==> config.mk <==
export PLATFORM = sky130hd
export DESIGN_NAME = diff_capture
export DESIGN_NICKNAME = d
export VERILOG_FILES = /design/src/rtl/diff_capture.sv
export SDC_FILE = /design/constraint.sdc
export NUM_CORES = 1
export LEC_CHECK = 0
export ABC_AREA = 1
export ABC_CLOCK_PERIOD_IN_PS = 2550
export CAP_MARGIN = 20
export CORE_MARGIN = 2
export CORE_UTILIZATION = 30
export CTS_BUF_LIST = sky130_fd_sc_hd__clkbuf_2
export DETAILED_ROUTE_END_ITERATION = 10
export GPL_TIMING_DRIVEN = 1
export PLACE_DENSITY_LB_ADDON = 0.2
export REMOVE_ABC_BUFFERS = 1
export SLEW_MARGIN = 20
export SYNTH_ARGS = -nofsm -noshare
export SYNTH_HDL_FRONTEND = slang
export SYNTH_SLANG_ARGS = --single-unit
==> constraint.sdc <==
create_clock -name clk -period 2.55 [get_ports clk]
set_input_delay 0.51 -clock clk [delete_from_list [all_inputs] [get_ports clk]]
set_output_delay 0.51 -clock clk [all_outputs]
set_load 0.1 [all_outputs]
==> src/rtl/diff_capture.sv <==
// Trigger-armed snapshot buffer: after arm, the first en-qualified co stores DEPTH
// samples, replays them over a valid/ready port, then waits HOLDOFF en cycles.
//
// state     | meaning
// S_IDLE    | waiting for arm; co ignored
// S_ARMED   | waiting for en&co trigger
// S_CAPTURE | filling buffer on en cycles
// S_DRAIN   | replaying buffer over out_valid/out_ready
// S_HOLDOFF | counting down HOLDOFF en cycles
module diff_capture #(
    parameter int DW      = 24,
    parameter int DEPTH   = 16,
    parameter int HOLDOFF = 8
) (
    input  logic                 clk,
    input  logic                 rst,
    input  logic                 en,
    input  logic                 co,
    input  logic signed [DW-1:0] data,
    input  logic                 arm,
    output logic signed [DW-1:0] out_data,
    output logic                 out_valid,
    input  logic                 out_ready,
    output logic                 busy,
    output logic                 done,
    output logic [15:0]          event_cnt,
    output logic [7:0]           missed_cnt
);

    localparam int AW = $clog2(DEPTH);
    localparam int HW = $clog2(HOLDOFF + 1);

    typedef enum logic [2:0] {
        S_IDLE,
        S_ARMED,
        S_CAPTURE,
        S_DRAIN,
        S_HOLDOFF
    } state_t;

    state_t state, state_nxt;

    logic signed [DW-1:0] mem [DEPTH];
    logic [AW-1:0] wptr, rptr, wr_addr;
    logic [HW-1:0] hcnt;
    logic          wr_en, trig, miss, rd_adv, hold_load, hold_tick, done_nxt;

    always_comb begin
        state_nxt = state;
        wr_en     = 1'b0;
        wr_addr   = wptr;
        trig      = 1'b0;
        miss      = 1'b0;
        rd_adv    = 1'b0;
        hold_load = 1'b0;
        hold_tick = 1'b0;
        done_nxt  = 1'b0;
        case (state)
            S_IDLE: begin
                if (arm) state_nxt = S_ARMED;
            end
            S_ARMED: begin
                if (en && co) begin
                    trig      = 1'b1;
                    wr_en     = 1'b1;
                    wr_addr   = '0;
                    state_nxt = S_CAPTURE;
                end
            end
            S_CAPTURE: begin
                miss = en && co;
                if (en) begin
                    wr_en = 1'b1;
                    if (wptr == AW'(DEPTH - 1)) state_nxt = S_DRAIN;
                end
            end
            S_DRAIN: begin
                miss = en && co;
                if (out_ready) begin
                    rd_adv = 1'b1;
                    if (rptr == AW'(DEPTH - 1)) begin
                        hold_load = 1'b1;
                        state_nxt = S_HOLDOFF;
                    end
                end
            end
            S_HOLDOFF: begin
                miss = en && co;
                if (en) begin
                    hold_tick = 1'b1;
                    if (hcnt == HW'(1)) begin
                        done_nxt  = 1'b1;
                        state_nxt = S_IDLE;
                    end
                end
            end
            default: state_nxt = S_IDLE;
        endcase
    end

    always_ff @(posedge clk or posedge rst) begin
        if (rst) begin
            state      <= S_IDLE;
            wptr       <= '0;
            rptr       <= '0;
            hcnt       <= '0;
            done       <= 1'b0;
            event_cnt  <= '0;
            missed_cnt <= '0;
        end else begin
            state <= state_nxt;
            done  <= done_nxt;
            // the trigger sample lands in slot 0, so the capture pointer restarts at 1
            if (trig)       wptr <= AW'(1);
            else if (wr_en) wptr <= wptr + AW'(1);
            if (trig)        rptr <= '0;
            else if (rd_adv) rptr <= rptr + AW'(1);
            if (hold_load)      hcnt <= HW'(HOLDOFF);
            else if (hold_tick) hcnt <= hcnt - HW'(1);
            if (trig && event_cnt != 16'hFFFF) event_cnt <= event_cnt + 16'd1;
            if (miss && missed_cnt != 8'hFF)   missed_cnt <= missed_cnt + 8'd1;
        end
    end

    always_ff @(posedge clk) begin
        if (wr_en) mem[wr_addr] <= data;
    end

    assign out_valid = (state == S_DRAIN);
    assign busy      = (state != S_IDLE);
    assign out_data  = mem[rptr];

endmodule

* Yosys cells after proc, flatten, opt, wreduce, memory -nomap -nowiden *
Memory sizes are Yosys's and may differ from the RTL's.
Cells that the tools add are included.

word-level totals
  register bits after elaboration = 40
  latch bits = 0
  RAM bits = 384
  bits in read-only memories = 0
  input port bits = 30
  output and inout port bits = 51
  memories = 1

memories
  memory  depth  width  read ports  clocked after Yosys merged registers in  wr ports  RTL line  RTL
  mem     16     24     1           0                                        1         43        logic signed [DW-1:0] mem [DEPTH];

operators by class
  add/subtract/negate cells = 5
  $mul = 0
  div/mod/pow operators = 0
  order comparisons = 0
  equal/unequal tests = 17
  shift-type cells = 0
  multiplexer cells = 33
  bitwise operators = 0
  reductions and logical operators = 10

operator list
  operator                                          number
  2-to-1 mux 4 bit                                  8
  2-to-1 mux 3 bit                                  8
  adder 16 x 1 -> 16 bit, second input constant     1
  != test 16 bit, second input constant             1
  2-to-1 mux 1 bit                                  15
  one-hot mux 3 bit (5 select lines)                1
  != test 2 bit, second input constant              6
  adder 4 x 1 -> 4 bit, second input constant       2
  adder 8 x 1 -> 8 bit, second input constant       1
  == test 4 bit, second input constant              2
  != test 8 bit, second input constant              1
  AND reduction 8 bit                               1
  == test 3 x 2 -> 1 bit, second input constant     2
  nonzero test 2 bit                                3
  == test 4 x 1 -> 1 bit, second input constant     1
  != test 2 x 1 -> 1 bit, second input constant     2
  subtractor 4 x 1 -> 4 bit, second input constant  1
  == test 3 x 1 -> 1 bit, second input constant     1
  == test 3 bit, second input constant              1
  logical AND 1 bit                                 3
  zero test 3 bit                                   1
  nonzero test 3 bit                                1
  OR reduction 3 bit                                1
  one-hot mux 1 bit (2 select lines)                1

* Longest topological paths before layout *
  depth in word-level cells = 5
  gate-level depth with buffers = 12
  gate-level depth less buffers = 9

* Least setup slack after synthesis *
No wires, ideal clock.

  path kind = reg2reg
  start = reg state[1]
  end = reg rptr[3]
  arrival time = 2.570 ns
  path slack = -0.097 ns
  cell stages (with the launch flop) = 8
  buffers on the path = 1
  period minus slack after synthesis = 2.647 ns
  path through = dfrtp_1 -> buf_2 -> nand2_1 -> nor2_1 -> nand2_1 -> nor2_1 -> o21ai_0 -> a21oi_1

on the way
  word-level cells in the longest chain between the ends = 3
  elaborated cells between the ends (all ways) = 6

ends and longest elaborated chain
  element                       RTL line  RTL
  start, declared               41        state_t state, state_nxt;
  start signal, assigned        111       state <= state_nxt;
  == test 3 x 2 -> 1 bit        n/a
  net out_valid                 22        output logic out_valid,
  2-to-1 mux 1 bit              58        case (state)
  nonzero test 2 bit (no line)  n/a
  end signal, assigned          117       else if (rd_adv) rptr <= rptr + AW'(1);
  end, declared                 44        logic [AW-1:0] wptr, rptr, wr_addr;

The timed path passes the listed nets, and every way through them passes these cells.
A chain may end at the register's enable or synchronous reset.

* Final worst setup path *
  start = reg rptr[0]
  end = out out_data[23]

on the way
  word-level cells in the longest chain between the ends = 1

ends and longest elaborated chain
  element                    RTL line  RTL
  memory read (16 x 24 bit)  n/a
  end, declared              21        output logic signed [DW-1:0] out_data,

Every way passes these cells.

==> results_dict.tcl <==
set metrics [dict create \
    status "complete, but fails checks" \
    failed_checks "setup timing" \
    grt_max_degree 56 \
    maxCapViolCount 0 \
    combPwrFrac 0.539 \
    cts.path.max_buffers 3 \
    drc 0 \
    fin_crit_sh 1.30 \
    multi_input_area_sq_um 5150 \
    vias_per_cell 4.67 \
    grt-ovfl-total 0 \
    syn2layout_area_growth_pct 28.0 \
    clk_pin_slew_ns 0.09 \
    fin_worst_skew_ns 0.0577 \
    final_cell_mix "384 x edfxtp_1, 299 x nand2_1, 285 x nor2_1" \
    htree_levels 3 \
    max_stage_delay_ns 0.48 \
    cp-end-kind "primary output" \
    critPathTopFamily "buffers and inverters" \
    wl_per_cell_um 18.6 \
    fin_crit_ns 3.32 \
    clockPowerShare 0.168 \
    ff_latch_area_sq_um 12500 \
    grt_usage 0.161 \
    yosysSeqAreaShare 0.708 \
    crit_fanout 23 \
    firstDrtPassIters 5 \
    grt_pass1_vias 12430 \
    cts_tree "yes" \
    start_util 0.302 \
    setup_tns_ns -17.20 \
    die_y_um 247 \
    vias 12580 \
    async_flop_share 0.0943 \
    pin_count 81 \
    hold_class "in2reg" \
    port_buffers 80 \
    layout_commonest_cell "edfxtp_1" \
    drt_wl_total_mm 50.0 \
    worstSkewPairLatency_ns 1.10 \
    p_int_mw 15.1 \
    ir_drop_mv 1.04 \
    nNetsFinal 1872 \
    synth_area_sq_um 17700 \
    synth_edf_count 384 \
    numCtsBuffers 115 \
    synth-main-ff-cell "edfxtp_1" \
    max_freq_ghz 0.301 \
    crit_buf_inv 5 \
    powerDensity_nw_per_um2 1240 \
    utilization 0.386 \
    synth_cells 1620 \
    drt_iter0_drc 711 \
    critPathArrivalTime_ns 2.81 \
    critical_path.slowest_cell "dfrtp_4" \
    layout-drive-gt1-share 0.254 \
    cts_sinks 424 \
    synth-warning-count 0 \
    p_leak_nw 8.45 \
    slew_headroom 0.508 \
    ant_nets 0 \
    synth_seq_cells 424 \
    rows 89 \
    rsz0062_at_grt "yes" \
    p_sw_mw 12.9 \
    worstMarginPinSlew_ns 0.738 \
    dp_hpwl_mm 26.0 \
    cp_cell_sequence "clkbuf_16 > clkinv_16 > buf_6 > buf_16 > o21ai_0 > nand3_1 > nand3_2 > nand2_4 > buf_12" \
    fillCellCount 5724 \
    core_sq_um 58700 \
    maxSlewViolCount 0 \
    switching_share 0.460 \
    place_congestion 0.769 \
    die_width_um 247 \
    dieArea_sq_um 61000 \
    root_buffer "clkbuf_2" \
    setup_viol 24 \
    ys_types 28 \
    avgSynthCellArea_sq_um 10.9 \
    setup.worst_path.start_class "register" \
    path_class "reg2out" \
    final_hold_viol_count 0 \
    setup_ws_ns -0.770 \
    p_seq_frac 0.292 \
    antenna_found_initial 3 \
    cp_data_required_time_ns 2.04 \
    grt_pass1_wl_mm 73.9 \
]
routing by layer:
| metal | track usage | share of wire | routed length, um |
|---|---|---|---|
| met5 | 0 | 0.00060 | 30 |
| met1 | 0.218 | 0.46 | 23100 |
| met2 | 0.255 | 0.46 | 23100 |
| met3 | 0.0384 | 0.059 | 2930 |
| met4 | 0.0542 | 0.018 | 897 |
stage by stage:
step | instances | setup WS, ns | power, mW | hold slack [ns] | cell area [sq um]
after floorplan | 1541 | -4.41 | 15.9 | 0.475 | 17300
final | 2691 | -0.770 | 28.0 | 0.188 | 22700
after global placement | 2459 | 0.0653 | 21.2 | 0.495 | 20400
after CTS | 2676 | -0.935 | 27.3 | 0.00122 | 22000
after detailed placement | 2459 | 0.102 | 21.3 | 0.507 | 20400
after global routing | 2691 | -0.999 | 29.6 | 0.0976 | 22700
power by group through the flow:
stage | clock (mW) | combinational [mW] | sequential, mW
after floorplan | 0 | 6.78 | 9.10
after global placement | 0 | 12.9 | 8.34
after detailed placement | 0 | 12.9 | 8.35
after CTS | 4.95 | 14.2 | 8.16
after global routing | 5.30 | 16.1 | 8.22
final | 4.72 | 15.1 | 8.19
state kept, by name (all words and copies together), names as in the netlist:
| name | count |
|---|---|
| state | 3 |
| event_cnt | 16 |
| wptr | 4 |
| rptr | 4 |
| missed_cnt | 8 |
| hcnt | 4 |
| done | 1 |
| mem | 384 |
cell type report:
cell class,count,area share
Sequential cell,424,0.554
Multi-Input combinational cell,1057,0.227
Timing Repair Buffer,177,0.120
Tap cell,773,0.0427
Clock buffer,171,0.0378
Inverter,60,0.0113
Clock inverter,27,0.00613
Timing Repair inverter,1,0.000718
Antenna cell,1,0.000110
logic make-up after synthesis:
| kind of cell | Yosys count | share of synthesized area |
|---|---|---|
| simple gates | 812 | 0.183 |
| flops | 424 | 0.708 |
| fa+ha+maj | 6 | 0.00424 |
| compound gates | 226 | 0.0641 |
| buf+inv | 139 | 0.0340 |
| xor+xnor | 13 | 0.00643 |
Yosys cell counts (all sizes together) (6+ instances only):
cell | number | area [sq um]
a21oi | 7 | 35.0
clkbuf | 31 | 116
ha | 6 | 75.1
nand4 | 11 | 75.1
nand3 | 100 | 505
edfxtp | 384 | 11500
nor2 | 365 | 1380
dfrtp | 40 | 1000
buf | 48 | 260
xnor2 | 9 | 78.8
inv | 58 | 218
nand2 | 332 | 1250
o21ai | 217 | 1090
path summary, 6_finish.rpt:
kind | from | end | slack, ns | depth (start not counted)
worst max-delay path | rptr[0] | out_data[23] | -0.77 | 9
worst max register to register | state[0] | mem[4][19] | 0.42 | 8
worst min-delay path | out_ready | rptr[2] | 0.19 | 3
max in group asynchronous | rst | missed_cnt[0] | 1.53 | 4
min in group asynchronous | rst | wptr[0] | 0.37 | 3
worst min register to register | hcnt[3] | hcnt[3] | 0.52 | 2
timing repair:
action | 4_1_cts | 5_1_grt
cloned | 7 | 15
pin swaps | 7 | 59
setup buffers | 11 | 2
hold buffers | 1 | 0
setup endpoints to repair | 37 | 32
gates resized for setup | 104 | 170
endpoints found under the hold margin | 15 | 0
worst register-to-register path, delay by kind of cell, from the launching register on:
| family | cells | cell delay (ns) |
|---|---|---|
| buf+inv | 3 | 0.56 |
| flops | 1 | 0.46 |
| simple gates | 5 | 0.75 |
Power figures use the tool's default switching activity.
